<file path="src/rtl/cnn_layer_accel_job_sequencer.sv">
// Job sequencer for one cnn_layer_accel_quad layer job: streams config words
// from the config memory, launches the job, answers each row fetch with one
// row of pixel words from the pixel memory, then acknowledges job completion.
module cnn_layer_accel_job_sequencer #(
  parameter int C_DATA_WIDTH = 128,
  parameter int C_CFG_AW     = 10,
  parameter int C_PIX_AW     = 16
) (
  input  logic                    clk_if,
  input  logic                    rst,
  input  logic                    host_start,
  input  logic [C_CFG_AW-1:0]     num_cfg_words,
  input  logic [9:0]              num_rows,
  input  logic [9:0]              num_cols,
  output logic                    host_busy,
  output logic                    host_done,
  output logic                    host_err,
  output logic                    cfg_rd_en,
  output logic [C_CFG_AW-1:0]     cfg_rd_addr,
  input  logic [C_DATA_WIDTH-1:0] cfg_rd_data,
  output logic                    pix_rd_en,
  output logic [C_PIX_AW-1:0]     pix_rd_addr,
  input  logic [C_DATA_WIDTH-1:0] pix_rd_data,
  output logic                    config_valid,
  input  logic                    config_accept,
  output logic [C_DATA_WIDTH-1:0] config_data,
  output logic                    job_start,
  input  logic                    job_accept,
  input  logic                    job_fetch_request,
  output logic                    job_fetch_ack,
  output logic                    job_fetch_complete,
  input  logic                    job_complete,
  output logic                    job_complete_ack,
  output logic                    pixel_valid,
  input  logic                    pixel_ready,
  output logic [C_DATA_WIDTH-1:0] pixel_data
);

  localparam int CNT_W = (C_CFG_AW > 10) ? C_CFG_AW : 10;
  localparam logic [CNT_W-1:0]    CNT_ONE = 1;
  localparam logic [C_PIX_AW-1:0] PIX_ONE = 1;

  typedef enum logic [3:0] {
    S_IDLE,
    S_CFG,
    S_START,
    S_WAIT_FETCH,
    S_FETCH_ACK,
    S_STREAM,
    S_FETCH_DONE,
    S_WAIT_CMPL,
    S_DONE
  } state_t;

  state_t              state_q, state_d;
  logic [C_CFG_AW-1:0] num_cfg_q, num_cfg_d;
  logic [9:0]          num_rows_q, num_rows_d;
  logic [9:0]          num_cols_q, num_cols_d;
  logic [9:0]          row_cnt_q, row_cnt_d;
  logic [CNT_W-1:0]    rd_cnt_q, rd_cnt_d;   // reads issued in the current phase
  logic [CNT_W-1:0]    tx_cnt_q, tx_cnt_d;   // words handed to the quad in the current phase
  logic [C_PIX_AW-1:0] pix_addr_q, pix_addr_d;
  logic                busy_q, busy_d;
  logic                done_q, done_d;
  logic                err_q, err_d;
  logic                rd_pend_q, rd_pend_d; // a read was issued last cycle; its data is on the bus now
  logic [1:0]          occ_q, occ_d;
  logic                wr_ptr_q, wr_ptr_d;
  logic                rd_ptr_q, rd_ptr_d;
  logic [C_DATA_WIDTH-1:0] fifo_q [2];
  logic [C_DATA_WIDTH-1:0] fifo_d [2];

  logic                    is_cfg, is_stream, in_xfer;
  logic                    fifo_pop, rd_issue, last_xfer;
  logic [CNT_W-1:0]        phase_len;
  logic [2:0]              slots_used;
  logic [C_DATA_WIDTH-1:0] fifo_head, push_data;

  // Config and pixel phases share one 2-entry FIFO and one read/transfer scheme.
  assign is_cfg     = (state_q == S_CFG);
  assign is_stream  = (state_q == S_STREAM);
  assign in_xfer    = is_cfg || is_stream;
  assign phase_len  = is_cfg ? CNT_W'(num_cfg_q) : CNT_W'(num_cols_q);
  assign fifo_head  = fifo_q[rd_ptr_q];
  assign push_data  = is_cfg ? cfg_rd_data : pix_rd_data;
  assign fifo_pop   = in_xfer && (occ_q != 2'd0) && (is_cfg ? config_accept : pixel_ready);
  // Counting this cycle's pop lets a read issue every cycle while the consumer keeps up.
  assign slots_used = {1'b0, occ_q} + {2'b00, rd_pend_q} - {2'b00, fifo_pop};
  assign rd_issue   = in_xfer && (rd_cnt_q < phase_len) && (slots_used < 3'd2);
  assign last_xfer  = fifo_pop && (tx_cnt_q == phase_len - CNT_ONE);

  assign config_valid = is_cfg && (occ_q != 2'd0);
  assign pixel_valid  = is_stream && (occ_q != 2'd0);
  assign config_data  = config_valid ? fifo_head : '0;
  assign pixel_data   = pixel_valid ? fifo_head : '0;
  assign cfg_rd_addr  = is_cfg ? rd_cnt_q[C_CFG_AW-1:0] : '0;
  assign pix_rd_addr  = pix_addr_q;
  assign host_busy    = busy_q;
  assign host_done    = done_q;
  assign host_err     = done_q && err_q;

  // Control state, counters and FIFO bookkeeping registers.
  always_ff @(posedge clk_if or posedge rst) begin
    if (rst) begin
      state_q    <= S_IDLE;
      num_cfg_q  <= '0;
      num_rows_q <= '0;
      num_cols_q <= '0;
      row_cnt_q  <= '0;
      rd_cnt_q   <= '0;
      tx_cnt_q   <= '0;
      pix_addr_q <= '0;
      busy_q     <= 1'b0;
      done_q     <= 1'b0;
      err_q      <= 1'b0;
      rd_pend_q  <= 1'b0;
      occ_q      <= '0;
      wr_ptr_q   <= 1'b0;
      rd_ptr_q   <= 1'b0;
    end else begin
      // NOTE: non-blocking assignments so every flop samples pre-edge values regardless of statement order.
      state_q    <= state_d;
      num_cfg_q  <= num_cfg_d;
      num_rows_q <= num_rows_d;
      num_cols_q <= num_cols_d;
      row_cnt_q  <= row_cnt_d;
      rd_cnt_q   <= rd_cnt_d;
      tx_cnt_q   <= tx_cnt_d;
      pix_addr_q <= pix_addr_d;
      busy_q     <= busy_d;
      done_q     <= done_d;
      err_q      <= err_d;
      rd_pend_q  <= rd_pend_d;
      occ_q      <= occ_d;
      wr_ptr_q   <= wr_ptr_d;
      rd_ptr_q   <= rd_ptr_d;
    end
  end

  // FIFO storage; flushing is done by the pointers and occupancy above.
  // NOTE: data storage has no reset; outputs are gated by valid, so stale words never leave the block.
  always_ff @(posedge clk_if) begin
    fifo_q <= fifo_d;
  end

  // Next-state, counter and handshake logic.
  always_comb begin
    // NOTE: every signal gets a default first so no path can infer a latch.
    state_d            = state_q;
    num_cfg_d          = num_cfg_q;
    num_rows_d         = num_rows_q;
    num_cols_d         = num_cols_q;
    row_cnt_d          = row_cnt_q;
    rd_cnt_d           = rd_cnt_q;
    tx_cnt_d           = tx_cnt_q;
    pix_addr_d         = pix_addr_q;
    busy_d             = busy_q;
    done_d             = 1'b0;
    err_d              = err_q;
    fifo_d             = fifo_q;
    wr_ptr_d           = wr_ptr_q;
    rd_ptr_d           = rd_ptr_q;
    occ_d              = occ_q + {1'b0, rd_pend_q} - {1'b0, fifo_pop};
    rd_pend_d          = rd_issue;
    cfg_rd_en          = 1'b0;
    pix_rd_en          = 1'b0;
    job_start          = 1'b0;
    job_fetch_ack      = 1'b0;
    job_fetch_complete = 1'b0;
    job_complete_ack   = 1'b0;

    // busy drops the cycle after the done pulse
    if (done_q) busy_d = 1'b0;

    if (rd_pend_q) begin
      fifo_d[wr_ptr_q] = push_data;
      wr_ptr_d         = ~wr_ptr_q;
    end
    if (fifo_pop) rd_ptr_d = ~rd_ptr_q;
    if (rd_issue) rd_cnt_d = rd_cnt_q + CNT_ONE;
    if (fifo_pop) tx_cnt_d = tx_cnt_q + CNT_ONE;

    case (state_q)
      S_IDLE: begin
        if (host_start && !busy_q) begin
          num_cfg_d  = num_cfg_words;
          num_rows_d = num_rows;
          num_cols_d = num_cols;
          row_cnt_d  = '0;
          rd_cnt_d   = '0;
          tx_cnt_d   = '0;
          pix_addr_d = '0;
          busy_d     = 1'b1;
          err_d      = (num_cfg_words == '0) || (num_rows == 10'd0) || (num_cols == 10'd0);
          state_d    = err_d ? S_DONE : S_CFG;
        end
      end
      S_CFG: begin
        cfg_rd_en = rd_issue;
        if (last_xfer) begin
          rd_cnt_d = '0;
          tx_cnt_d = '0;
          state_d  = S_START;
        end
      end
      S_START: begin
        job_start = 1'b1;
        if (job_accept) state_d = S_WAIT_FETCH;
      end
      S_WAIT_FETCH: begin
        if (job_fetch_request) state_d = S_FETCH_ACK;
      end
      S_FETCH_ACK: begin
        job_fetch_ack = 1'b1;
        state_d       = S_STREAM;
      end
      S_STREAM: begin
        pix_rd_en = rd_issue;
        // running address across rows: row r starts at r*num_cols without a multiplier
        if (rd_issue) pix_addr_d = pix_addr_q + PIX_ONE;
        if (last_xfer) begin
          rd_cnt_d = '0;
          tx_cnt_d = '0;
          state_d  = S_FETCH_DONE;
        end
      end
      S_FETCH_DONE: begin
        job_fetch_complete = 1'b1;
        row_cnt_d          = row_cnt_q + 10'd1;
        state_d            = (row_cnt_d == num_rows_q) ? S_WAIT_CMPL : S_WAIT_FETCH;
      end
      S_WAIT_CMPL: begin
        if (job_complete) begin
          job_complete_ack = 1'b1;
          state_d          = S_DONE;
        end
      end
      S_DONE: begin
        done_d  = 1'b1;
        state_d = S_IDLE;
      end
      default: state_d = S_IDLE;
    endcase
  end

endmodule

</file>
<file path="config.mk">
export PLATFORM = sky130hd
export DESIGN_NAME = cnn_layer_accel_job_sequencer
export DESIGN_NICKNAME = d
export VERILOG_FILES = /design/src/rtl/cnn_layer_accel_job_sequencer.sv
export SDC_FILE = /design/constraint.sdc
export NUM_CORES = 1
export LEC_CHECK = 0
export ABC_AREA = 1
export CORE_AREA = 2 2 230 232
export DETAILED_ROUTE_END_ITERATION = 10
export DIE_AREA = 0 0 232 234
export HOLD_SLACK_MARGIN = 0.06
export MAX_ROUTING_LAYER = met4
export PLACE_DENSITY = 0.73
export SKIP_CTS_REPAIR_TIMING = 1
export SYNTH_ARGS = -nofsm -noshare
export SYNTH_HDL_FRONTEND = slang
export SYNTH_SLANG_ARGS = --single-unit
</file>
<file path="constraint.sdc">
create_clock -name clk_if -period 13.6 [get_ports clk_if]
set_input_delay 2.72 -clock clk_if [delete_from_list [all_inputs] [get_ports clk_if]]
set_output_delay 2.72 -clock clk_if [all_outputs]
set_load 0.05 [all_outputs]
</file>
==> results.ini, run 1 <==
[run_status]
status=complete, no violations

[detailed_routing]
post_drt_wl_per_cell_um=18.3
vias=14700
firstDrtPassIters=5
drc=0
routed_via_density=4.76
finalWirelength_mm=56.5
drtAntennaViolNets=0
drtIter0Drc=862

[cells_and_area]
area_growth_pct=45.1
nets=2672
layout-drive-gt1-share_pct=4.02

[critical_path]
reg2reg_depth=17
r2r_end=pix_rd_addr[11]
worstPathArrival_ns=6.29
worstSetupEndpointType=output port
path_max_fanout=8
r2r_start=state_q[2]
start_kind=input pin
worst_path_max_delay_cell=clkdlybuf4s50_1
max_stage_delay_ns=0.81
worstSetupPathType=in -> out
crit_required_ns=10.88
r2r_slack_ns=9.36
cp_cell_sequence=clkdlybuf4s50_1 > or2_2 > nand2_1 > nor2_8 > ha_1 > inv_1 > ha_1 > fa_1 > xnor2_1 > nor2_1 > nand3_2 > inv_2 > nand2_2 > inv_1 > clkdlybuf4s50_1

[floorplan]
core_um2=52000
initial_core_util_pct=32.7
die_w_um=232
die_area_um2=54300
rows=84
pin_count=587
dieHeight_um=234

[synth]
synth-simple-area-share_pct=23.4
synthMuxAreaShare_pct=7.54
synthesis.area_um2=17000
postSynthAreaPerCell_um2=9.39
async_flop_share_pct=25.6
synth_fa_ha_area_share_pct=1.30
synth_cells=1810
synthXorXnorAreaFrac_pct=2.36
ys_top_cells_by_count=nand2_1 (564), nor2_1 (333), edfxtp_1 (256)
yosysTopAreaCell=edfxtp_1
ys_seq_elements=344
synth_ff_type=edfxtp_1
syn_nets=2121
synth-seq-area-share_pct=58.2
ys_warn_count=0
synth.most_common_cell=nand2_1
synth_top_family_by_area=simple AND/OR/NAND/NOR gates
synth_top_cell_area_share_pct=45.2
synth_edf_count=256
synth_area_leaders=edfxtp_1 (45%), dfrtp_1 (13%), nand2_1 (12%)
yosysUniqueCellTypes=41
synth-compound-area-share_pct=2.83

[run]
drv_cap=0

[placement]
gp_congestion=0.904
numPortBuffers=586
dpl.hpwl_mm=41.6

[power_and_ir_drop]
vdd_ir_drop_max_mv=0.147
p_total_uw=5310
leakagePower_uw=0.0100
p_per_area_nw_per_um2=215

[sta]
timing.slew.headroom_pct=23.9
fin_crit_ns=9.01
max_freq_ghz=0.111
final-setup-viol-count=0
rsz0062_at_grt=no
hold_viol_final=0
slew_violations=0
tns_ns=0
clock_skew_ns=0.0236
fin_crit_sh_pct=66.3
timing_worst_slew_pin_value_ns=1.14

[min_path]
hold_path_end=num_rows_q[3]
hold_class=reg -> reg
hp-start=num_rows_q[3]
min_path_cells=2

[cts]
cts_tree=built
clk_pin_slew_worst_paths_ns=0.06
cts.sinks=344
cts_max_path_buffers=3
cts_inserted_buffers=38
cts_root_buf=clkbuf_16
insertion_delay_ns=0.55
cts_max_level=2

[global_routing]
grt_util_all_layers_pct=20.3
antenna_found_initial=2
grt_first_pass_wirelength_mm=81.1
grt_overflow_total=0
grt_max_degree=156
grt_pass1_vias=13900

-- cell type report --
type | count | area, um^2
Fill cell | 4794 | 27400
Sequential cell | 344 | 9890
Multi-Input combinational cell | 1278 | 6400
Timing Repair Buffer | 596 | 5940
Clock buffer | 50 | 1040
Tap cell | 688 | 861
Inverter | 103 | 398
Clock inverter | 18 | 125
Antenna cell | 2 | 5.00
-- cell usage in the layout (no fill, tap or decap), types with 17 or more instances in the layout --
| cell type | count |
|---|---|
| mux2i_1 | 128 |
| inv_1 | 95 |
| nor2_1 | 331 |
| a21oi_1 | 29 |
| nor3_1 | 17 |
| xor2_1 | 38 |
| dfrtp_1 | 87 |
| nand2_1 | 564 |
| clkbuf_16 | 39 |
| o21ai_0 | 40 |
| clkdlybuf4s50_1 | 586 |
| nand3_1 | 52 |
| edfxtp_1 | 256 |
-- how the worst max path moves through the flow --
stage / from / to / slack (ns)
after floorplan: pixel_ready / cfg_rd_en / 5.71
after global placement: pixel_ready / pix_rd_en / 4.62
after detailed placement: pixel_ready / pix_rd_en / 4.59
after CTS: pixel_ready / pix_rd_en / 4.58
after global routing: pixel_ready / pix_rd_en / 4.43
final: pixel_ready / pix_rd_en / 4.59
-- report_power, final --
group / switching, uW / internal, uW / total (uW)
combinational: 1920 / 817 / 2740
sequential: 124 / 1480 / 1610
clock: 410 / 557 / 967
total: 2450 / 2860 / 5310
-- flip-flops by register name (all words and copies together) (netlist names), 2 cells and up --
name / count
num_rows_q: 10
fifo_q: 256
pix_rd_addr: 16
tx_cnt_q: 10
occ_q: 2
row_cnt_q: 10
num_cfg_q: 10
num_cols_q: 10
rd_cnt_q: 10
state_q: 4
-- per-stage QoR --
step | hold slack, ns | std cells | util, % | cell area, um^2 | setup slack (ns)
CTS | 0.500 | 3077 | 47.4 | 24700 | 4.58
finish | 0.498 | 3079 | 47.4 | 24700 | 4.59
global placement | 0.467 | 3009 | 45.2 | 23500 | 4.62
global route | 0.519 | 3078 | 47.4 | 24700 | 4.43
detailed placement | 0.485 | 3009 | 45.2 | 23500 | 4.59
floorplan | 0.449 | 1810 | - | 17000 | 5.71
-- worst max-delay path, delay by kind of cell --
kind,cells,cell delay (ns)
and+or+nand+nor,6,1.00
xor gates and xnor gates,1,0.13
adders and majority gates,3,0.89
buffers and inverters,5,1.54
-- cells by family (layout without fill, tap and decap cells) --
kind of cell	Yosys count	after routing
compound gates	87	87
xor+xnor	45	45
fa+ha+maj	17	17
buf+inv	188	767
flops	344	344
mux	128	128
other cells	0	2
simple gates	1001	1001
-- metal layers --
| layer | share of wire (%) | global-route usage [%] |
|---|---|---|
| met5 | 0 | - |
| met4 | 4.4 | 8.79 |
| met3 | 7.1 | 4.23 |
| met2 | 49 | 33.9 |
| met1 | 40 | 23.6 |
No activity file was read; power rests on OpenSTA's default activity.
==> inputs of run 2 (changes only) <==
CORE_AREA = 2 2 226 228   (was 2 2 230 232)
DIE_AREA = 0 0 228 230   (was 0 0 232 234)
PLACE_DENSITY = 0.75   (was 0.73)
clock period = 9.4 ns   (was 13.6 ns; I/O delays follow)
==> results.ini, run 2 (synthesized netlist as in run 1, its figures left out) <==
[detailed_routing]
drc=0  ; unchanged
vias=14800  ; +0.70%
drtAntennaViolNets=0  ; unchanged
firstDrtPassIters=5  ; unchanged
routed_via_density=4.81  ; +1.1%
post_drt_wl_per_cell_um=19.0  ; +3.8%
finalWirelength_mm=58.4  ; +3.5%
drtIter0Drc=954  ; +11%

[sta]
clock_skew_ns=0.0167  ; -0.00687 ns
fin_hold_ws_ns=0.491  ; -0.00705 ns
rsz0062_at_grt=no
tns_ns=0  ; unchanged
max_freq_ghz=0.137
slew_violations=0  ; unchanged
timing.slew.headroom_pct=32.5  ; +8.7 points
fin_crit_sh_pct=77.8
timing_worst_slew_pin_value_ns=0.984  ; -0.158 ns
hold_viol_final=0  ; unchanged
fin_crit_ns=7.32
final-setup-viol-count=0  ; unchanged

[global_routing]
antenna_found_initial=7  ; +5
grt_max_degree=85  ; -46%
grt_first_pass_wirelength_mm=85.4  ; +5.3%
grt_util_all_layers_pct=22.0  ; +1.8 points
grt_overflow_total=0  ; unchanged
grt_pass1_vias=14300  ; +2.6%

[critical_path]
path_max_fanout=8  ; unchanged
worstSetupPathType=in -> out
worstPathArrival_ns=5.44  ; -0.85 ns
crit_required_ns=7.52  ; -3.36 ns
reg2reg_depth=18  ; +1
start_kind=input pin
worstSetupEndpointType=output port

[power_and_ir_drop]
pwr-share-clk_pct=19.4  ; +1.2 points
vdd_ir_drop_max_mv=0.145  ; -1.7%
seq_power_share_pct=29.5  ; -0.8 points
combPwrFrac_pct=51.1  ; -0.4 points
switching_share_pct=45.8  ; -0.32 points
leakagePower_uw=0.0101  ; +0.76%
p_per_area_nw_per_um2=317  ; +47%
internal_power_uw=4250  ; +49%
p_total_uw=7850  ; +48%
p_switching_uw=3600  ; +47%

[cells_and_area]
nets=2673  ; +0.037%
final_area_um2=24800  ; +0.52%
largest_register_ff_count=256  ; unchanged
max_flop_register=fifo_q
fill_cells=4557  ; -4.9%
area_growth_pct=45.8
final_cell_mix=clkdlybuf4s50_1 (586), nand2_1 (564), nor2_1 (331)
seq_area_um2=9890  ; unchanged
layout-drive-gt1-share_pct=4.18  ; +0.16 points
multi_input_area_um2=6390  ; -0.14%
layout_commonest_cell=clkdlybuf4s50_1

[cts]
cts_root_buf=clkbuf_16
clk_pin_slew_worst_paths_ns=0.06  ; about the same
cts_max_path_buffers=3  ; unchanged
cts_tree=built
cts_max_level=2  ; unchanged
cts.sinks=344  ; unchanged
cts_inserted_buffers=38  ; unchanged
insertion_delay_ns=0.54  ; about the same

[run_status]
status=complete, no violations

[floorplan]
die_area_um2=52400  ; -3.4%
rows=82  ; -2.4%
initial_core_util_pct=34.1  ; +1.4 points
die_w_um=228  ; -1.7%
pin_count=587  ; unchanged
core_um2=49900  ; -4.2%
dieHeight_um=230  ; -1.7%

[placement]
dpl.hpwl_mm=44.0  ; +5.8%
gp_congestion=0.959  ; +6.1%
numPortBuffers=586  ; unchanged
place_area_um2=23500  ; about the same

[min_path]
min_path_cells=2  ; unchanged
hold_class=reg -> reg

[run]
drv_cap=0  ; unchanged

-- run 2: cell count changes in the layout (fill, tap and decap cells not counted) --
cell        delta
nand2_8        -1
clkbuf_1       -1
nand2_4        +1
clkinv_8       +2
clkinvlp_4     -2
clkinv_1       -1
clkinv_2       -1
clkbuf_8       +1
buf_12         +1
bufinv_16      +4
diode_2        +3
inv_6          -1
-- run 2: path summary, 6_finish.rpt --
| kind | to | startpoint | slack (ns) |
|---|---|---|---|
| max | pix_rd_en | pixel_ready | 2.08 |
| min | num_rows_q[2] | num_rows_q[2] | 0.49 |
| max reg2reg | pix_rd_addr[11] | state_q[0] | 5.01 |
| min reg2reg | num_rows_q[2] | num_rows_q[2] | 0.49 |
| max in group asynchronous | num_cols_q[4] | rst | 6.56 |
| min in group asynchronous | pix_rd_addr[15] | rst | 1.71 |
-- run 2: critical path, cell delays in order --
cell and delay, ns:
clkdlybuf4s50_1 0.42, or2_2 0.29, nand2_1 0.17, nor2_8 0.07, ha_1 0.28, inv_1 0.04, ha_1 0.19, fa_1 0.40
xnor2_1 0.13, nor2_1 0.11, nand3_2 0.21, inv_2 0.19, nand2_2 0.15, inv_1 0.09, clkdlybuf4s50_1 0.81
-- run 2: power groups by stage --
stage	clock, uW	sequential, uW	combinational, uW
finish	1530	2310	4010
global route	1620	2350	4270
CTS	1560	2320	4030
detailed placement	0	2350	4030
global placement	0	2330	3970
floorplan	0	2390	2610
-- run 2: layout make-up --
class | instances | area share [%]
Sequential cell | 344 | 39.9
Inverter | 103 | 1.61
Antenna cell | 5 | 0.0505
Multi-Input combinational cell | 1278 | 25.8
Timing Repair Buffer | 597 | 24.0
Clock buffer | 50 | 4.23
Clock inverter | 19 | 0.989
Tap cell | 672 | 3.39
-- run 2: stage by stage --
stage | setup slack [ns] | util [%] | cells
finish | 2.08 | 49.7 | 3068
floorplan | 2.99 | - | 1810
global placement | 2.04 | 47.1 | 2994
CTS | 2.08 | 49.7 | 3063
global route | 1.92 | 49.7 | 3068
detailed placement | 2.08 | 47.1 | 2994
-- run 2: routing by layer --
metal	part of all wire, %	routed length [um]	global-route usage (%)
met5	0	0	-
met4	3.8	2230	8.91
met3	7.4	4350	5.36
met2	50	29200	37.3
met1	39	22700	25.1
